$ cat src/rtl/pipeline_ctrl.sv
// Hazard and stall sequencer for the KLP32 five-stage pipeline: load-use stalls,
// branch redirect flushes, data-memory wait handling, watchdog and stall counter.
module pipeline_ctrl #(
   parameter int MEM_TIMEOUT_W = 8,
   parameter int STALL_CNT_W   = 16
) (
   input  logic                   clk,
   input  logic                   reset,
   input  logic [31:0]            i_decode_inst,
   input  logic                   i_decode_valid,
   input  logic                   i_execute_valid,
   input  logic [4:0]             i_execute_rd,
   input  logic                   i_execute_reg_wr_en,
   input  logic                   i_execute_is_load,
   input  logic                   i_execute_branch_taken,
   input  logic                   i_mem_req,
   input  logic                   i_mem_ack,
   output logic                   o_pc_en,
   output logic                   o_fetch_en,
   output logic                   o_decode_en,
   output logic                   o_execute_en,
   output logic                   o_memory_en,
   output logic                   o_writeback_en,
   output logic                   o_decode_flush,
   output logic                   o_execute_flush,
   output logic [1:0]             o_state,
   output logic                   o_mem_timeout,
   output logic [STALL_CNT_W-1:0] o_stall_count
);

   typedef enum logic [1:0] {
      RUN      = 2'd0,
      MEM_WAIT = 2'd1,
      FLUSH    = 2'd2
   } state_t;

   localparam logic [6:0] OP_LUI   = 7'b0110111;
   localparam logic [6:0] OP_AUIPC = 7'b0010111;
   localparam logic [6:0] OP_JAL   = 7'b1101111;
   localparam logic [6:0] OP_R     = 7'b0110011;
   localparam logic [6:0] OP_S     = 7'b0100011;
   localparam logic [6:0] OP_B     = 7'b1100011;

   localparam logic [MEM_TIMEOUT_W-1:0] WDOG_MAX  = '1;
   localparam logic [STALL_CNT_W-1:0]   STALL_MAX = '1;

   state_t                   r_state;
   state_t                   w_next;
   logic [MEM_TIMEOUT_W-1:0] r_wdog;
   logic [MEM_TIMEOUT_W-1:0] w_wdog_next;
   logic                     r_timeout;
   logic [STALL_CNT_W-1:0]   r_stall_cnt;

   logic [6:0] w_opcode;
   logic [4:0] w_rs1;
   logic [4:0] w_rs2;
   logic       w_uses_rs1;
   logic       w_uses_rs2;
   logic       w_lu;
   logic       w_ms;
   logic       w_unused_inst_bits;

   logic w_front_en;
   logic w_back_en;
   logic w_decode_flush;
   logic w_execute_flush;
   logic w_mem_wait;
   logic w_eval_run;
   logic w_lu_eff;

   assign w_opcode = i_decode_inst[6:0];
   assign w_rs1    = i_decode_inst[19:15];
   assign w_rs2    = i_decode_inst[24:20];
   assign w_unused_inst_bits = ^{i_decode_inst[31:25], i_decode_inst[14:7]};

   assign w_uses_rs1 = !((w_opcode == OP_LUI) || (w_opcode == OP_AUIPC) || (w_opcode == OP_JAL));
   assign w_uses_rs2 = (w_opcode == OP_R) || (w_opcode == OP_S) || (w_opcode == OP_B);

   assign w_lu = i_decode_valid && i_execute_valid && i_execute_is_load && i_execute_reg_wr_en &&
                 (i_execute_rd != 5'd0) &&
                 ((w_uses_rs1 && (i_execute_rd == w_rs1)) || (w_uses_rs2 && (i_execute_rd == w_rs2)));

   assign w_ms = i_mem_req && !i_mem_ack;

   // MEM_WAIT with ack, and FLUSH, reuse the RUN priority chain; w_ms is already 0 on an ack cycle.
   always_comb begin
      w_next          = r_state;
      w_front_en      = 1'b0;
      w_back_en       = 1'b0;
      w_decode_flush  = 1'b0;
      w_execute_flush = 1'b0;
      w_mem_wait      = 1'b0;
      w_eval_run      = 1'b0;
      w_lu_eff        = w_lu;

      case (r_state)
         RUN: w_eval_run = 1'b1;
         MEM_WAIT: begin
            if (i_mem_ack) w_eval_run = 1'b1;
            else           w_mem_wait = 1'b1;
         end
         FLUSH: begin
            w_eval_run     = 1'b1;
            w_lu_eff       = 1'b0;
            w_decode_flush = 1'b1;
         end
         default: w_next = RUN;
      endcase

      if (w_eval_run) begin
         if (w_ms) begin
            w_mem_wait = 1'b1;
            w_next     = MEM_WAIT;
         end else if (i_execute_branch_taken) begin
            w_front_en      = 1'b1;
            w_back_en       = 1'b1;
            w_decode_flush  = 1'b1;
            w_execute_flush = 1'b1;
            w_next          = FLUSH;
         end else if (w_lu_eff) begin
            w_back_en       = 1'b1;
            w_execute_flush = 1'b1;
            w_next          = RUN;
         end else begin
            w_front_en = 1'b1;
            w_back_en  = 1'b1;
            w_next     = RUN;
         end
      end

      if (!reset) begin
         w_front_en      = 1'b0;
         w_back_en       = 1'b0;
         w_decode_flush  = 1'b0;
         w_execute_flush = 1'b0;
         w_mem_wait      = 1'b0;
         w_next          = RUN;
      end
   end

   assign w_wdog_next = !w_mem_wait ? '0 :
                        (r_wdog == WDOG_MAX) ? r_wdog : r_wdog + 1'b1;

   // Timeout latches the first time the watchdog reaches its ceiling and holds until reset.
   always_ff @(posedge clk) begin
      if (!reset) begin
         r_state     <= RUN;
         r_wdog      <= '0;
         r_timeout   <= 1'b0;
         r_stall_cnt <= '0;
      end else begin
         r_state <= w_next;
         r_wdog  <= w_wdog_next;
         if (w_wdog_next == WDOG_MAX) r_timeout <= 1'b1;
         if (!w_front_en && (r_stall_cnt != STALL_MAX)) r_stall_cnt <= r_stall_cnt + 1'b1;
      end
   end

   assign o_pc_en         = w_front_en;
   assign o_fetch_en      = w_front_en;
   assign o_decode_en     = w_front_en;
   assign o_execute_en    = w_back_en;
   assign o_memory_en     = w_back_en;
   assign o_writeback_en  = w_back_en;
   assign o_decode_flush  = w_decode_flush;
   assign o_execute_flush = w_execute_flush;
   assign o_state         = r_state;
   assign o_mem_timeout   = r_timeout;
   assign o_stall_count   = r_stall_cnt;

endmodule
$ cat config.mk
export PLATFORM = sky130hd
export DESIGN_NAME = pipeline_ctrl
export DESIGN_NICKNAME = d
export VERILOG_FILES = /design/src/rtl/pipeline_ctrl.sv
export SDC_FILE = /design/constraint.sdc
export NUM_CORES = 1
export LEC_CHECK = 0
export CAP_MARGIN = 20
export CORE_MARGIN = 8
export CORE_UTILIZATION = 40
export DETAILED_ROUTE_END_ITERATION = 12
export PLACE_DENSITY = 0.81
export SYNTH_ARGS = -nofsm -noshare
export SYNTH_HDL_FRONTEND = slang
export SYNTH_SLANG_ARGS = --single-unit
$ cat constraint.sdc
create_clock -name clk -period 3.1 [get_ports clk]
set_input_delay 0.465 -clock clk [delete_from_list [all_inputs] [get_ports clk]]
set_output_delay 0.465 -clock clk [all_outputs]
set_load 0.05 [all_outputs]
Word level (Yosys, flattened, before mapping). Cells that the tools add are included.

Equality and inequality tests: 14. Order comparisons: 0. Multipliers: 0. Reductions and logical operators: 21. Bitwise logic cells: 0. Shift-type cells: 0. Mux-type cells: 32. Div/mod/pow operators: 0. Add/subtract/negate cells: 2.

Operator list (number): two-way mux 1 bit (25); equality test 7 x 6 -> 1 bit, second input constant (3); adder 16 x 1 -> 16 bit, second input constant (1); equality test 8 bit, second input constant (2); two-way mux 8 bit (2); != test 16 bit, second input constant (1); equality test 7 bit, second input constant (2); equality test 5 bit (2); logical AND 1 bit (9); adder 8 x 1 -> 8 bit, second input constant (1); two-way mux 2 bit (4); equality test 7 x 5 -> 1 bit, second input constant (1); logical OR 1 bit (5); nonzero test 5 bit (1); zero test 1 bit (3); OR reduction 3 bit (1); equality test 2 x 1 -> 1 bit, second input constant (1); equality test 2 bit, second input constant (1); zero test 2 bit (1); != test 2 x 1 -> 1 bit, second input constant (1); one-hot mux 1 bit (2 select lines) (1); OR reduction 2 bit (1).

ROM bits: 0. Logic and storage cells: 73. Register bits: 27. Bits in latches: 0. Memories kept: 0. RAM bits: 0. Input port bits: 46.

Logic depth before layout (Yosys ltp).
Depth after elaboration: 15. Gate-level depth with buffers: 11. Gate-level depth less buffers: 8.

Worst setup path after synthesis. Ideal clock, no wire load.

Path type: input -> output. Start: in i_execute_rd[1]. End: out o_fetch_en. Cell stages on the path: 5. Arrival: 2.349 ns. Data required time: 2.635 ns. Path buffers: 1. Path slack: 0.286 ns. Cell sequence: or4_1 > o21ai_0 > a211oi_2 > nor2_1 > buf_4.

Cells in the longest elaborated chain, start to end: 10. Elaborated cells on any way between the ends: 14.

RTL lines: start, declared (RTL line 12) `input logic [4:0] i_execute_rd,`; equality test 5 bit (RTL line 81) `((w_uses_rs1 && (i_execute_rd == w_rs1)) || (w_uses_rs2 && (i_execute_rd == w_rs2)));`; logical AND 1 bit (RTL line 81); logical OR 1 bit (RTL line 81); logical AND 1 bit * (RTL line 80) `(i_execute_rd != 5'd0) &&`; two-way mux 1 bit * (RTL line 96) `case (r_state)`; two-way mux 1 bit * (RTL line 120) `end else if (w_lu_eff) begin`; two-way mux 1 bit * (RTL line 114) `end else if (i_execute_branch_taken) begin`; two-way mux 1 bit * (RTL line 111) `if (w_ms) begin`; two-way mux 1 bit * (RTL line 110) `if (w_eval_run) begin`; two-way mux 1 bit * (RTL line 131) `if (!reset) begin`; end, declared (RTL line 19) `output logic o_fetch_en,`.

Every way passes the cells marked *; elsewhere a longest branch is shown, timed or not.

Worst setup path after layout.
Start: in i_execute_rd[0]. End: out o_fetch_en.

The elaborated chain is that of the path after synthesis.

==> impl_metrics.json <==
{
  "dp.final_hpwl_mm": 3.14,
  "syn_area_um2": 1500,
  "setup_ws_ns": 0.243,
  "layoutNonFillerInstCount": 293,
  "fmax_ghz": 0.350,
  "maxCapViolCount": 0,
  "synth_cell_types": 34,
  "avgSynthCellArea_um2": 7.99,
  "powerDensity_nw_per_um2": 341,
  "reg2regPathDepth": 9,
  "antenna_found_initial": 0,
  "nFillCells": 337,
  "fin_setup_tns_ns": 0,
  "cts_tree": "built",
  "clock_path_buffers": 2,
  "detail-route-antenna-nets": 0,
  "ys_seq_elements": 27,
  "crit_type": "input pin to output port",
  "crit_required_ns": 2.63,
  "post-place-ws_ns": 0.0257,
  "hold_viol": 0,
  "via_count": 1519,
  "chipHeight_um": 77.3,
  "dp_cells": 289,
  "period_share_pct": 92.2,
  "holdWs_ns": 0.468,
  "clock_latency_ns": 0.28,
  "synth_cells": 188,
  "drive_above_1_share_pct": 8.57,
  "max_slew_margin_pct": 66.0,
  "post_drt_wl_per_cell_um": 13.2,
  "post_cts_buffers": 0,
  "reg2reg_to": "o_stall_count[3]",
  "r2r_setup_slack_ns": 0.97,
  "cp-startpoint": "i_execute_rd[0]",
  "nets": 294,
  "fin_crit_ns": 2.86,
  "setup_viol": 0,
  "std_cell_rows": 22,
  "clock-root-buffer": "clkbuf_8",
  "drtPass1Iterations": 4,
  "io_pins": 73,
  "gp_congestion": 0.846,
  "cp-start-kind": "input pin",
  "status": "finished clean",
  "p_total_w": 0.000736,
  "rsz0062_at_grt": "false",
  "cts_resized": 0,
  "viasPerCell": 5.18,
  "endpoint_kind": "output port",
  "crit_fanout": 3,
  "yosysWarnings": 0,
  "arrival_ns": 2.39,
  "cts-hold-fix-buffers": 0,
  "grt_start_max_net_pins": 17,
  "clk_pin_slew_ns": 0.09,
  "hp-class": "flop to flop",
  "dr.first_iter.drc_count": 47,
  "grt_overflow_total": 0,
  "numCtsBuffers": 3,
  "grt_pass1_vias": 1480,
  "peakVddDrop_v": 0.000255,
  "syn_nets": 236,
  "core_area_um2": 3630,
  "leakage_nw": 0.749,
  "worst_pin_slew_ns": 0.510,
  "grt_pass1_wl_mm": 6.71,
  "ys_seq_area_share_pct": 36.0,
  "grt_use_total_pct": 13.1,
  "finClkSkew_ns": 0.00856,
  "die_w_um": 77.3,
  "r2r_start": "o_stall_count[0]",
  "drt_wl_total_mm": 3.85,
  "drc_errors": 0,
  "area_growth_pct": 43.8,
  "htreeDepth": 1,
  "antenna_cells": 0,
  "crit_end": "o_fetch_en",
  "start_util_pct": 41.3,
  "clock_sinks": 27,
  "fp.dieArea_um2": 5970,
  "slew_viol_final": 0,
  "io_buffers": 57
}
[power breakdown]
| group | leakage (nW) | internal, W | total (W) | switching [W] |
|---|---|---|---|---|
| Sequential | 0.218 | 0.000353 | 0.000361 | 0.00000770 |
| Clock | 0.0217 | 0.0000913 | 0.000203 | 0.000112 |
| Combinational | 0.509 | 0.0000784 | 0.000172 | 0.0000936 |
| Total | 0.749 | 0.000523 | 0.000736 | 0.000213 |
[area by class of cell]
| cell class | count | area, µm² | share of cell area (%) |
|---|---|---|---|
| clock buffers | 3 | 41.3 | 1.91 |
| clock inverters | 1 | 7.51 | 0.348 |
| inverters | 8 | 30.0 | 1.39 |
| multi-input cells | 143 | 871 | 40.3 |
| flip-flops and latches | 27 | 541 | 25.0 |
| well taps | 48 | 60.1 | 2.78 |
| repair buffers | 63 | 608 | 28.2 |
[cells in the mapped netlist]
library cell	n	share of area (%)
a211oi_2	1	0.83
a21o_1	1	0.50
a21oi_1	19	6.3
a31oi_1	2	0.83
and2_0	1	0.42
and2_1	2	0.83
and3_1	4	1.7
and4_1	2	1.2
and4b_1	1	0.67
buf_4	4	2.0
buf_6	1	0.75
clkbuf_1	5	1.3
dfxtp_1	27	36
ha_1	2	1.7
inv_1	8	2.0
mux2i_1	2	1.3
nand2_1	11	2.8
nand2b_1	2	0.83
nand3_1	13	4.3
nand4_1	7	2.9
nor2_1	13	3.3
nor2b_1	2	0.83
nor3_1	4	1.3
nor3b_1	1	0.50
o2111ai_1	1	0.58
o21a_1	1	0.50
o21ai_0	14	4.7
o21ai_2	1	0.58
o31ai_1	6	3.0
or3_1	8	3.3
or4_1	8	4.0
or4_4	1	0.75
xnor2_1	6	3.5
xor2_1	7	4.1
[worst max-delay path, stage by stage]
cell and delay (ns):
clkdlybuf4s50_1 0.52, xnor2_1 0.13, nand3_1 0.10, or4_4 0.55, a211oi_2 0.29, nor2_1 0.11, buf_4 0.22
[flip-flops by register name (all words and copies together) (netlist names)]
name / flops
o_stall_count: 16
r_wdog: 8
o_state: 2
o_mem_timeout: 1
[through the flow]
| step | cell area, µm² | util [%] |
|---|---|---|
| floorplan | 1500 | - |
| global placement | 2110 | 58.1 |
| detailed placement | 2110 | 58.1 |
| CTS | 2160 | 59.4 |
| global route | 2160 | 59.4 |
| finish | 2160 | 59.4 |
[kinds of logic (layout without fill, tap and decap cells)]
| logic type | Yosys count | in the layout | share of synthesized area, % |
|---|---|---|---|
| flops | 27 | 27 | 36.0 |
| xor+xnor | 13 | 13 | 7.58 |
| buf+inv | 18 | 75 | 6.00 |
| fa+ha+maj | 2 | 2 | 1.67 |
| simple gates | 80 | 80 | 29.6 |
| mux | 2 | 2 | 1.33 |
| compound gates | 46 | 46 | 17.8 |
[layer usage]
metal  track usage (%)  wire [µm]
met5                 0          0
met4              2.26         25
met3              4.20        218
met2              24.4       2000
met1              13.9       1610
[worst min path at each step]
stage                       from                 to  slack (ns)  cells after the start
2_1_floorplan          r_wdog[2]          r_wdog[2]        0.47                      1
3_3_place_gp       o_mem_timeout      o_mem_timeout        0.44                      2
3_5_place_dp       o_mem_timeout      o_mem_timeout        0.46                      2
4_1_cts            o_mem_timeout      o_mem_timeout        0.48                      2
5_1_grt        o_stall_count[13]  o_stall_count[13]        0.52                      2
6_report           o_mem_timeout      o_mem_timeout        0.47                      2
[cells in the final DEF, fill, tap and decap left out, types with 2 or more instances in the layout]
| master | count |
|---|---|
| or3_1 | 8 |
| clkdlybuf4s50_1 | 49 |
| xor2_1 | 7 |
| o21ai_0 | 14 |
| nor2_1 | 13 |
| buf_4 | 13 |
| or4_1 | 8 |
| nand4_1 | 7 |
| inv_1 | 8 |
| a21oi_1 | 19 |
| and2_1 | 2 |
| a31oi_1 | 2 |
| ha_1 | 2 |
| nor2b_1 | 2 |
| and3_1 | 4 |
| o31ai_1 | 6 |
| nand2_1 | 11 |
| clkbuf_8 | 3 |
| nand3_1 | 13 |
| xnor2_1 | 6 |
| mux2i_1 | 2 |
| dfxtp_1 | 27 |
| nand2b_1 | 2 |
| and4_1 | 2 |
| nor3_1 | 4 |
Note: power is estimated with default switching activity, not from simulation.
